**src/rtl/spi_rx_deser.sv**
```systemverilog
`default_nettype none
// +----------------------------------------------------------------------------+
// | spi_rx_deser: SPI slave MOSI deserialiser with valid/ack and sticky errors |
// | Optional even-parity frame bit: SPI_RX_PARITY_EN.  Rev 1.0                 |
// +----------------------------------------------------------------------------+
module spi_rx_deser #(
  parameter int DATA_WIDTH = 8,
  parameter int CNT_WIDTH  = 6
) (
  input  logic                  clk,
  input  logic                  rst_n,
  input  logic                  cs_n,
  input  logic                  sampl_en,
  input  logic                  mosi,
  input  logic                  lsb_first,
  input  logic                  rd_ack,
  input  logic                  err_clr,
  output logic [DATA_WIDTH-1:0] data_out,
  output logic                  data_valid,
  output logic [CNT_WIDTH-1:0]  bit_cnt,
  output logic                  overrun,
  output logic                  frame_err,
  output logic                  parity_err
);

`ifdef SPI_RX_PARITY_EN
  localparam int c_FRAME_LEN = DATA_WIDTH + 1;
`else
  localparam int c_FRAME_LEN = DATA_WIDTH;
`endif
  localparam logic [CNT_WIDTH-1:0] c_LAST = CNT_WIDTH'(c_FRAME_LEN - 1);

  logic [DATA_WIDTH-1:0] r_sh;
  logic [DATA_WIDTH-1:0] r_data_out;
  logic [CNT_WIDTH-1:0]  r_bit_cnt;
  logic                  r_mode;
  logic                  r_valid;
  logic                  r_overrun;
  logic                  r_frame_err;

  logic                  w_sample;
  logic                  w_mode;
  logic                  w_last;
  logic [DATA_WIDTH-1:0] w_sh_next;
  logic [DATA_WIDTH-1:0] w_word;

  always_comb begin
    w_sample  = ~cs_n & sampl_en;
    // First bit of a word uses the live lsb_first; later bits use the latched mode.
    w_mode    = (r_bit_cnt == '0) ? lsb_first : r_mode;
    w_last    = w_sample & (r_bit_cnt == c_LAST);
    w_sh_next = w_mode ? {mosi, r_sh[DATA_WIDTH-1:1]} : {r_sh[DATA_WIDTH-2:0], mosi};
`ifdef SPI_RX_PARITY_EN
    w_word    = r_sh;
`else
    w_word    = w_sh_next;
`endif
  end

  always_ff @(posedge clk or negedge rst_n) begin
    if (!rst_n) begin
      r_sh        <= '0;
      r_data_out  <= '0;
      r_bit_cnt   <= '0;
      r_mode      <= 1'b0;
      r_valid     <= 1'b0;
      r_overrun   <= 1'b0;
      r_frame_err <= 1'b0;
    end else begin
      if (cs_n) begin
        r_bit_cnt <= '0;
        r_sh      <= '0;
      end else if (w_sample) begin
        if (r_bit_cnt == '0)
          r_mode <= lsb_first;
        if (w_last) begin
          r_bit_cnt  <= '0;
          r_sh       <= '0;
          r_data_out <= w_word;
        end else begin
          r_bit_cnt <= r_bit_cnt + CNT_WIDTH'(1);
          r_sh      <= w_sh_next;
        end
      end

      if (w_last)
        r_valid <= 1'b1;
      else if (rd_ack)
        r_valid <= 1'b0;

      // Set conditions take priority over err_clr.
      if (w_last && r_valid && !rd_ack)
        r_overrun <= 1'b1;
      else if (err_clr)
        r_overrun <= 1'b0;

      if (cs_n && (r_bit_cnt != '0))
        r_frame_err <= 1'b1;
      else if (err_clr)
        r_frame_err <= 1'b0;
    end
  end

`ifdef SPI_RX_PARITY_EN
  logic r_parity_err;

  always_ff @(posedge clk or negedge rst_n) begin
    if (!rst_n)
      r_parity_err <= 1'b0;
    else if (w_last && ((^r_sh) ^ mosi))
      r_parity_err <= 1'b1;
    else if (err_clr)
      r_parity_err <= 1'b0;
  end

  assign parity_err = r_parity_err;
`else
  assign parity_err = 1'b0;
`endif

  assign data_out   = r_data_out;
  assign data_valid = r_valid;
  assign bit_cnt    = r_bit_cnt;
  assign overrun    = r_overrun;
  assign frame_err  = r_frame_err;

endmodule
`default_nettype wire

```
**config.mk**
```make
export PLATFORM = sky130hd
export DESIGN_NAME = spi_rx_deser
export DESIGN_NICKNAME = d
export VERILOG_FILES = /design/src/rtl/spi_rx_deser.sv
export SDC_FILE = /design/constraint.sdc
export NUM_CORES = 1
export LEC_CHECK = 0
export CORE_MARGIN = 8
export CORE_UTILIZATION = 30
export DETAILED_ROUTE_END_ITERATION = 16
export PLACE_DENSITY = 0.59
export SETUP_SLACK_MARGIN = 0.1
export SYNTH_ARGS = -nofsm -noshare
export SYNTH_HDL_FRONTEND = slang
export SYNTH_SLANG_ARGS = --single-unit
```
**constraint.sdc**
```tcl
create_clock -name clk -period 1.5 [get_ports clk]
set_input_delay 0.3 -clock clk [delete_from_list [all_inputs] [get_ports clk]]
set_output_delay 0.3 -clock clk [all_outputs]
set_load 0.01 [all_outputs]
```
After elaboration in Yosys (flattened, before gate mapping)
Index checks and enable logic that the tools add are counted.
Cells by class
  $add $sub $neg: 1
  eq/ne operators: 1
  muxes and demuxes: 13
  bitwise gates (word level): 3
  reductions and logical operators: 12
Operator list (count)
  $mux 8: 4
  $mux 6: 3
  $reduce_bool 2->1: 4
  $add 6x1->6 const B: 1
  $eq 6x3->1 const B: 1
  $logic_not 6->1: 1
  $mux 1: 6
  $reduce_bool 6->1: 1
  $logic_and 1x1->1: 3
  $reduce_and 3->1: 1
  $and 1x1->1: 2
  $reduce_and 2->1: 1
  $logic_not 1->1: 1
  $not 1->1: 1
Storage, ports and cells
  register bits after elaboration: 26
  input port bits: 8
  output and inout port bits: 18
  word-level logic and storage cells: 37

Depth between registers and ports, before layout
Gate-level depths: netlist (run 1).
  depth after elaboration: 6
  depth in mapped cells: 7
  depth with buffers taken out: 6

Least setup slack after synthesis (run 1)
Ideal clock, no wire load.
  path type: flip-flop to flip-flop
  start: register r_bit_cnt[5] (netlist: bit_cnt[5])
  end: register r_data_out[5] (netlist: data_out[5])
  data arrival time: 1495 ps
  setup slack: -127 ps
  cell stages (with the launch flop): 6
  buffers on the path: 1
  clock period less this slack: 1627 ps
  cells stage by stage: dfrtp_1 -> or3_4 -> or3_1 -> buf_6 -> nand2_1 -> o211ai_1
On the way
  longest elaborated chain between the ends: 3
  elaborated cells on any way between the ends: 6
  those cells by class: 1 x eq/ne; 2 x mux; 1 x bitwise; 2 x reduce/logical
Ends and longest elaborated chain
  from (decl): line 35  | logic [CNT_WIDTH-1:0] r_bit_cnt;
  from (signal assigned): line 81  | r_bit_cnt <= r_bit_cnt + CNT_WIDTH'(1);
  $eq 6x3->1 / $logic_not 6->1 (equally long branches): line 51, 50
  $and 1x1->1 / $mux 1 (equally long branches)
  $reduce_and 3->1 (no source line) / $mux 8 (equally long branches)
  to (signal assigned): line 79  | r_data_out <= w_word;
  to (decl): line 34  | logic [DATA_WIDTH-1:0] r_data_out;
Parallel ways exist; a longest one is shown, timed or not.
A chain may end at the register's enable or synchronous reset.

Worst setup path in the final report (run 1)
  start: register r_bit_cnt[4] (netlist: bit_cnt[4])
  end: register r_data_out[5] (netlist: data_out[5])
Same word-level chain as after synthesis.

==> results of run 1 <==
## area by class of cell
class	instances	area share
Clock inverter	1	0.0144
Sequential cell	26	0.314
Timing Repair Buffer	61	0.264
Tap cell	52	0.0312
Multi-Input combinational cell	108	0.350
Clock buffer	3	0.0198
Inverter	4	0.00721
## registers in the layout, summed over array words and instances (netlist names)
name,cells
overrun,1
r_mode,1
r_sh,8
frame_err,1
bit_cnt,6
data_valid,1
data_out,8
## metal layers
| layer | wire length [microns] | GRT usage |
|---|---|---|
| met4 | 34 | 0.0235 |
| met3 | 162 | 0.0293 |
| met1 | 1710 | 0.138 |
| met2 | 1700 | 0.163 |
| met5 | 0 | 0 |
## worst register-to-register path, cell delays in order, from the launching register on
cell      delay (ns)
dfrtp_2         0.45
or3_4           0.41
or3_4           0.43
nand2_1         0.09
o211ai_1        0.08
## worst max-delay path by stage
stage	start	endpoint	slack [ns]
final	bit_cnt[4]	data_out[5]	-0.08
after detailed placement	cs_n	data_out[0]	-0.25
after global routing	bit_cnt[3]	r_sh[1]	-0.16
after floorplan	bit_cnt[4]	data_out[3]	-0.09
after CTS	bit_cnt[4]	data_out[0]	-0.08
after global placement	cs_n	data_out[5]	-0.20
## power by group
part	total (mW)	internal [mW]	leakage (nW)	switching [mW]
Clock	0.590	0.357	0.0357	0.232
Sequential	0.738	0.723	0.353	0.0152
Combinational	0.360	0.186	0.572	0.174
Total	1.69	1.27	0.960	0.421
## layout by cell type (no fill, tap or decap), types with 2 or more instances in the layout
cell / synthesis / layout
a21o_1: 2 / 2
a22o_1: 2 / 2
a31oi_1: 3 / 2
buf_12: 0 / 3
buf_2: 5 / 2
buf_4: 1 / 28
buf_6: 2 / 7
clkbuf_8: 0 / 3
clkdlybuf4s50_1: 0 / 7
dfrtp_1: 26 / 24
dfrtp_2: 0 / 2
dlygate4sd2_1: 0 / 12
inv_1: 4 / 3
nand2_1: 34 / 31
nand2_2: 0 / 2
nand2b_1: 2 / 2
nand3_1: 5 / 5
nand4_1: 14 / 14
nor2_1: 8 / 5
nor2_2: 1 / 3
nor3_4: 1 / 2
o211ai_1: 14 / 14
o21ai_0: 4 / 3
or3_4: 1 / 2
## cell families (layout without fill, tap and decap cells)
logic type,count (synthesis),count (layout)
other,1,1
AOI/OAI and AO/OA,30,30
adders and majority gates,2,2
buffers and inverters,13,69
xor gates and xnor gates,1,1
DFF,26,26
muxes,3,3
and+or+nand+nor,71,71
## timing repair
item / CTS / global route
hold buffers: 0 / 0
gates cloned: 0 / 1
pin swaps: 8 / 7
endpoints found under the setup margin: 40 / 29
resized for setup: 39 / 15
setup buffers: 5 / 4
## through the flow
stage | TNS, ns | hold WS (ns) | instance area [sq um]
after detailed placement | -4.09 | 0.491 | 1880
after global placement | -3.39 | 0.481 | 1880
after CTS | -0.882 | 0.406 | 2030
after floorplan | -0.966 | 0.00441 | 1400
after global routing | -2.42 | 0.423 | 2080
final | -0.800 | 0.392 | 2080
==> results by group, run 1 <==
Status
  – Outcome: finished with violations
  – Failing checks: setup timing

Setup path
  – Reg-to-reg slack, setup: -0.08 ns
  – Reg2reg path depth: 4
  – Worst path arrival time: between 1.5 and 2 ns
  – Worst setup EP type: flip-flop
  – CP peak stage delay: ~0.45 ns
  – Delay-heaviest family, CP: simple AND/OR/NAND/NOR gates
  – Cell depth of the worst setup path: 4
  – Startpoint Class: flip-flop
  – R2R Path Start: bit_cnt[4]
  – Worst reg2reg path endpoint: data_out[5]
  – CP Buf/Inv Count: 0
  – Crit path kind: flip-flop to flip-flop
  – CP max FO: 8
  – Most used cell, CP: or3_4
  – Worst EP required: ~1.7 ns
  – Worst path cell trace: or3_4, or3_4, nand2_1, o211ai_1
  – CP max-delay cell: dfrtp_2

Die
  – Die Y: 83.5 microns
  – Ports: 26
  – Initial Util: 0.312
  – Row cnt: 24
  – Core ar.: about 4400 sq um
  – Die area: approximately 7000 sq um
  – DIE WIDTH: between 80 and 90 microns

Synth
  – Synth Area in Compound Gates: 0.161
  – Largest area contributor in the netlist: dfrtp_1
  – YS warnings: 0
  – Commonest cells in the netlist: nand2_1, dfrtp_1, nand4_1, o211ai_1, nor2_1
  – Most frequent cell after synthesis: nand2_1
  – Simple-gate share of the synthesized area: 0.257
  – Post-Syn Area: between 1000 and 1500 sq um
  – XOR/XNOR Fraction of Synth Area: 0.00641
  – Synthesized area per cell: between 9 and 10 sq um
  – Main combinational cell family by area after synthesis: simple AND/OR/NAND/NOR gates
  – Synth top area cells: dfrtp_1, nand2_1, o211ai_1
  – Mux share of post-synthesis cell area: 0.0238
  – Seq/Total Area, Yosys: 0.476
  – Async SR Flop Fraction: 1.00
  – Synth Area in Adders: 0.0183
  – Post-Syn Instances: roughly 150
  – Number of library cell types mapped by synthesis: 33
  – Main flop type after synthesis: dfrtp_1
  – Synth top area share: 0.476
  – Post-synth EDFFs: 0
  – Syn_nets: 157
  – Synthesized flop and latch total: 26

Drt
  – Drt total wl: roughly 3600 microns
  – Vias: between 1,000 and 1,500
  – Drt wl/cell: between 10 and 15 microns
  – Drt initial violations: 56
  – Pre-antenna DRT Iters: 4
  – Final ANT Viol Nets: 0
  – Post-DR vias/cell: roughly 5.0
  – DRC violations left: 0

Clock tree
  – TritonCTS clock tree: done
  – H-tree levels: 1
  – Maximum buffer depth of the clock tree: 2
  – Clock-pin slew on the worst setup and hold paths: approximately 0.10 ns
  – Root Driver: clkbuf_8
  – Clock Latency Late Sink: ~0.27 ns
  – Num CTS Buffers: 3
  – # clock sinks: 26

GRT
  – Vias in the first global route: between 1,000 and 1,500
  – Largest net degree at the start of global routing: 27
  – Antenna violations before repair: 0
  – Overall Global Routing Usage: 0.104
  – GRT overflow: 0
  – First-pass GRT wire length: approximately 6100 microns

Hold path
  – HP Class: input port to async pin

Finish
  – Fillers: 409
  – # diodes: 0
  – Nets@finish: roughly 210
  – Share of layout cells above drive strength 1: 0.340
  – Multi-input combinational cell area: about 730 sq um
  – Layout Cells excl Fill: about 260
  – Area Growth Syn to Fin: 52.5%
  – Sequential cell area: 653 sq um
  – Final core occ: 0.475

Power and ir drop
  – Pwr Total: between 1.5 and 2 mW
  – Leakage: around 0.96 nW
  – P per Cell Area: 810 nW/um^2
  – Peak VDD IR: about 0.84 mV

Place
  – DP Worst Slack: -0.251 ns
  – Detailed placer's ending HPWL: 2510 microns
  – Dpl cells: approximately 240
  – Gpl congestion: slightly below 0.8
  – IO buf count: 24

STA
  – PnR worst setup slack: -0.0758 ns
  – Final setup viols: 18
  – Clk_skew: between 0.005 and 0.006 ns
  – Peak Freq: approximately 630 MHz
  – Final count of hold timing violations: 0
  – RSZ-0062 raised after global routing: yes
  – Pins over their slew limit: 0
  – Final Critical Period: 1.58 ns
  – Period utilization: 1.05

Flow run
  – Max-cap violation count: 0
Power figures use the tool's default switching activity.
==> run 2, diff against run 1 <==
--- a/config.mk
+++ b/config.mk
@@ -5,10 +5,12 @@
 export SDC_FILE = /design/constraint.sdc
 export NUM_CORES = 1
 export LEC_CHECK = 0
+export CORE_ASPECT_RATIO = 1.1
 export CORE_MARGIN = 8
 export CORE_UTILIZATION = 30
 export DETAILED_ROUTE_END_ITERATION = 16
 export PLACE_DENSITY = 0.59
+export REMOVE_ABC_BUFFERS = 1
 export SETUP_SLACK_MARGIN = 0.1
 export SYNTH_ARGS = -nofsm -noshare
 export SYNTH_HDL_FRONTEND = slang
==> run 2 against run 1 <==
The run still ends with setup timing left. Clock power about the same. Clock-buffer cell count unchanged. Worst hold slack worse by 0.012 ns. Die area about the same. Non-clock buffer count up 2. First-iteration DRC count up 41%. Power down 1.1%. Final area up 2.9%. Combinational power down 6.7%. Global-route usage up 0.37 points. Sequential power about the same. Largest power group unchanged.
==> results by group, run 2 (same netlist as run 1, synthesis figures left out) <==
Status
  – Outcome: finished with violations
  – Failing checks: setup timing

Clock tree
  – Num CTS Buffers: 3
  – # clock sinks: 26
  – Clock-pin slew on the worst setup and hold paths: approximately 0.1 ns
  – H-tree levels: 1
  – Maximum buffer depth of the clock tree: 2
  – Root Driver: clkbuf_8
  – TritonCTS clock tree: done
  – Clock Latency Late Sink: between 0.2 and 0.3 ns

Setup path
  – Startpoint Class: input port
  – R2R Path Start: bit_cnt[3]
  – CP peak stage delay: between 0.4 and 0.5 ns
  – CP max-delay cell: clkdlybuf4s50_1
  – Most used cell, CP: buf_4
  – Crit path kind: input port to flip-flop
  – Worst EP required: between 1.5 and 2 ns
  – Worst path cell trace: clkdlybuf4s50_1, nand2b_2, buf_4, nor3_4, buf_12, buf_4, nand4_1, o211ai_1
  – Start point of the critical path: cs_n
  – Worst setup EP type: flip-flop
  – Worst path arrival time: between 1.5 and 2 ns
  – CP max FO: 7

Die
  – Ports: 26
  – Initial Util: 0.314
  – DIE WIDTH: roughly 80 microns
  – Core ar.: approximately 4300 sq um
  – Row cnt: 25
  – Die Y: ~87 microns
  – Die area: between 6000 and 7000 sq um

Place
  – Dpl cells: between 200 and 250
  – Detailed placer's ending HPWL: between 2000 and 3000 microns
  – DP Worst Slack: -0.299 ns
  – IO buf count: 24
  – Gpl congestion: 0.785

GRT
  – Vias in the first global route: approximately 1,300
  – First-pass GRT wire length: approximately 6100 microns
  – Antenna violations before repair: 0
  – GRT overflow: 0
  – Largest net degree at the start of global routing: 27
  – Overall Global Routing Usage: 0.108

STA
  – Final Critical Period: 1.64 ns
  – Final setup viols: 20
  – Clk_skew: between 0.002 and 0.003 ns
  – RSZ-0062 raised after global routing: yes
  – Peak Freq: slightly above 600 MHz
  – Period utilization: 1.09
  – Final TNS setup: -1.29 ns
  – PnR worst setup slack: -0.139 ns
  – Hold_ws: 0.381 ns
  – Pins over their slew limit: 0
  – Final count of hold timing violations: 0

Hold path
  – HP Class: input port to async pin

Finish
  – Fillers: 384
  – Share of layout cells above drive strength 1: 0.351
  – Most frequent cells in the layout: nand2_1, dfrtp_1, buf_4
  – Nets@finish: approximately 220
  – Layout Cells excl Fill: roughly 260
  – Commonest non-fill, non-tap cell in the layout: nand2_1
  – Area Growth Syn to Fin: 57.0%
  – # diodes: 0

Drt
  – Drt total wl: around 3900 microns
  – Pre-antenna DRT Iters: 4
  – Top Metal Used: met4
  – Post-DR vias/cell: about 5.2
  – Metal2 WL: approximately 2100 microns
  – Drt wl/cell: 15.1 microns
  – Met1 wire length: about 1600 microns
  – Vias: 1,357
  – Drt initial violations: 79
  – DR WL met3: roughly 140 microns
  – Final ANT Viol Nets: 0
  – DRC violations left: 0

Power and ir drop
  – Leakage: 0.977 nW
  – Peak VDD IR: roughly 0.48 mV
  – P per Cell Area: ~780 nW/um^2

Flow run
  – Max-cap violation count: 0
run 2: cell count changes in the layout (fill, tap and decap cells not counted), moves of 2 or more:
| cell | change |
|---|---|
| dfrtp_2 | -2 |
| nand2_1 | -3 |
| buf_4 | -4 |
| nand2_2 | +4 |
| dfrtp_1 | +2 |
| nor2_1 | +2 |
| buf_6 | +8 |
| nor2_2 | -2 |
run 2: timing repair:
action	CTS	global route
resized for setup	43	33
setup buffers	5	11
endpoints found under the hold margin	0	0
hold buffers	0	0
setup endpoints to repair	40	27
cloned	0	1
pin swaps	4	24
run 2: critical path: cells and delay by family:
| kind | cells | cell delay [ns] |
|---|---|---|
| AO/OA/AOI/OAI | 1 | 0.11 |
| buffers and inverters | 4 | 0.86 |
| AND/OR/NAND/NOR | 3 | 0.56 |
run 2: per-layer routing:
layer	up-vias	track usage
li1	647	-
met1	687	0.134
met2	21	0.182
met3	2	0.0176
met4	0	0.0348
met5	-	0
run 2: layout make-up:
| class | count | area, sq um | area share |
|---|---|---|---|
| inverter | 4 | 15.0 | 0.00700 |
| timing repair buffer | 63 | 596 | 0.278 |
| sequential | 26 | 651 | 0.303 |
| tap | 54 | 67.6 | 0.0315 |
| clock buffer | 3 | 41.3 | 0.0193 |
| clock inverter | 1 | 30.0 | 0.0140 |
| multi-input combinational | 108 | 744 | 0.347 |
run 2: worst paths after layout:
check	endpoint	slack, ns	depth (start not counted)
worst max-delay path	data_out[3]	-0.14	8
worst min-delay path	bit_cnt[1]	0.38	2
worst max register to register	data_out[3]	-0.13	7
worst min register to register	data_out[3]	0.51	2
max in group asynchronous	data_out[5]	0.86	2
min in group clk	data_out[3]	0.51	2
run 2: per-stage QoR:
stage	area, sq um	utilization	total power [mW]
2_1_floorplan	1310	-	0.866
3_3_place_gp	1820	0.419	1.01
3_5_place_dp	1820	0.419	1.01
4_1_cts	1960	0.451	1.62
5_1_grt	2140	0.493	1.75
6_report	2140	0.493	1.67
run 2: report_power, final:
group	internal [mW]	total, mW	switching (mW)
Sequential	0.723	0.741	0.0183
Combinational	0.171	0.336	0.165
Clock	0.357	0.592	0.234
Total	1.25	1.67	0.418
==> run 3, diff against run 2 <==
--- a/config.mk
+++ b/config.mk
@@ -6,12 +6,13 @@
 export NUM_CORES = 1
 export LEC_CHECK = 0
 export CORE_ASPECT_RATIO = 1.1
-export CORE_MARGIN = 8
+export CORE_MARGIN = 2
 export CORE_UTILIZATION = 30
 export DETAILED_ROUTE_END_ITERATION = 16
 export PLACE_DENSITY = 0.59
 export REMOVE_ABC_BUFFERS = 1
 export SETUP_SLACK_MARGIN = 0.1
+export SLEW_MARGIN = 20
 export SYNTH_ARGS = -nofsm -noshare
 export SYNTH_HDL_FRONTEND = slang
 export SYNTH_SLANG_ARGS = --single-unit
==> run 3 against run 2 <==
The flow still finishes with violations (setup timing). Wire length down 11%. Non-clock buffer count is 5 lower. Worst hold slack gained 0.012 ns. Register-to-register slack about the same. Clock power hardly changed. Via count shrank 5.8%. Sequential power about the same. Largest power group unchanged. Highest routed layer unchanged.
==> results by group, run 3 (same netlist as run 1, synthesis figures left out) <==
Power and ir drop
  – Peak VDD IR: ~0.5 mV
  – Leakage: 0.929 nW
  – Pwr Total: around 1.6 mW
  – P per Cell Area: slightly above 800 nW/um^2

Setup path
  – CP max-delay cell: dfrtp_1
  – Start point of the critical path: bit_cnt[3]
  – Worst path cell trace: buf_4, nor3_2, buf_4, a31oi_1, buf_4, a21o_1, a22o_1
  – Worst setup EP type: flip-flop
  – CP max FO: 6
  – Startpoint Class: flip-flop
  – Worst path arrival time: about 1.8 ns
  – Crit path kind: flip-flop to flip-flop
  – R2R Path Start: bit_cnt[3]
  – Worst EP required: ~1.7 ns
  – Reg-to-reg slack, setup: -0.14 ns
  – Most used cell, CP: buf_4
  – CP peak stage delay: just over 0.4 ns

STA
  – Period utilization: 1.09
  – PnR worst setup slack: -0.140 ns
  – Hold_ws: a little under 0.4 ns
  – Final setup viols: 20
  – RSZ-0062 raised after global routing: yes
  – Peak Freq: a little over 600 MHz
  – Final count of hold timing violations: 0
  – Final Critical Period: approximately 1.6 ns
  – Final TNS setup: -1.32 ns
  – Pins over their slew limit: 0
  – Clk_skew: roughly 0.005 ns

Die
  – Die Y: between 70 and 80 microns
  – Core ar.: between 4000 and 5000 sq um
  – Row cnt: 25
  – Die area: roughly 5000 sq um
  – DIE WIDTH: around 68 microns
  – Initial Util: 0.314
  – Ports: 26

Clock tree
  – # clock sinks: 26
  – Hold-fix buffers at CTS: 0
  – Clock Latency Late Sink: roughly 0.27 ns
  – Clock-pin slew on the worst setup and hold paths: ~0.1 ns
  – H-tree levels: 1
  – Maximum buffer depth of the clock tree: 2
  – Num CTS Buffers: 3
  – Root Driver: clkbuf_8
  – TritonCTS clock tree: done

Finish
  – Final core occ: 0.467
  – Nets@finish: about 210
  – Most frequent cells in the layout: nand2_1, buf_4, dfrtp_1
  – Sequential cell area: 651 sq um
  – Layout Cells excl Fill: ~250
  – Commonest non-fill, non-tap cell in the layout: nand2_1
  – Area Growth Syn to Fin: 48.5%
  – Multi-input combinational cell area: 697 sq um
  – # diodes: 0
  – Share of layout cells above drive strength 1: 0.300
  – Post-route cell area: 2030 sq um
  – Fillers: approximately 420

GRT
  – First-pass GRT wire length: slightly below 6000 microns
  – Antenna violations before repair: 0
  – Largest net degree at the start of global routing: 27
  – Overall Global Routing Usage: 0.151
  – Vias in the first global route: around 1,300
  – GRT overflow: 0

Status
  – Outcome: finished with violations
  – Failing checks: setup timing

Hold path
  – HP Class: input port to async pin

Drt
  – Pre-antenna DRT Iters: 4
  – Drt initial violations: between 60 and 70
  – Drt total wl: 3470 microns
  – Final ANT Viol Nets: 0
  – Drt wl/cell: roughly 14 microns
  – Vias: about 1,300
  – Post-DR vias/cell: 5.03
  – DRC violations left: 0

Flow run
  – Max-cap violation count: 0

Place
  – Dpl cell area: approximately 1800 sq um
  – Gpl congestion: 0.808
  – Dpl cells: between 200 and 250
  – IO buf count: 24
  – Detailed placer's ending HPWL: 2320 microns
  – DP Worst Slack: -0.277 ns
## run 3: cell types whose count changed in the layout (fill, tap and decap cells not counted), moves of 2 or more
cell,previous run,this run
buf_4,24,27
buf_6,15,5
mux2_2,0,2
mux2_4,2,0
nand2_1,28,32
nand2_2,6,2
## run 3: timing repair
action	in CTS	in global routing
gates resized for setup	36	12
setup endpoints to repair	40	29
cloned	1	0
pin swaps	9	3
buffers inserted	7	1
## run 3: report_power, final
part           total (mW)  switching [mW]  leakage (nW)  internal [mW]
Clock               0.593           0.236        0.0357          0.357
Sequential          0.739          0.0161         0.356          0.723
Combinational       0.300           0.156         0.537          0.144
Total                1.63           0.408         0.929           1.22
## run 3: final timing paths
| check | endpoint | depth (start not counted) |
|---|---|---|
| setup / recovery | bit_cnt[4] | 7 |
| hold / removal | r_sh[6] | 2 |
| setup reg to reg | bit_cnt[4] | 7 |
| hold reg to reg | data_out[0] | 2 |
| max in group asynchronous | r_mode | 2 |
| min in group clk | data_out[0] | 2 |
## run 3: area by class of cell
type                    instances  area share
inverters                       4     0.00740
repair buffers                 58       0.260
clock inverters                 1      0.0148
multi-input cells             108       0.343
flip-flops and latches         26       0.321
well taps                      54      0.0333
clock buffers                   3      0.0203
## run 3: worst max-delay path, delay by kind of cell (launching register included)
family	cells	cell delay (ns)
AOI/OAI and AO/OA	3	0.49
buffers and inverters	3	0.49
DFF	1	0.41
and+or+nand+nor	1	0.14
## run 3: metal layers
layer	part of all wire	vias to the layer above	routed length, microns	GRT usage
li1	-	633	-	-
met1	0.46	621	1610	0.200
met2	0.50	22	1740	0.245
met3	0.031	2	106	0.0209
met4	0.0046	0	16	0.0644
met5	0	-	0	0
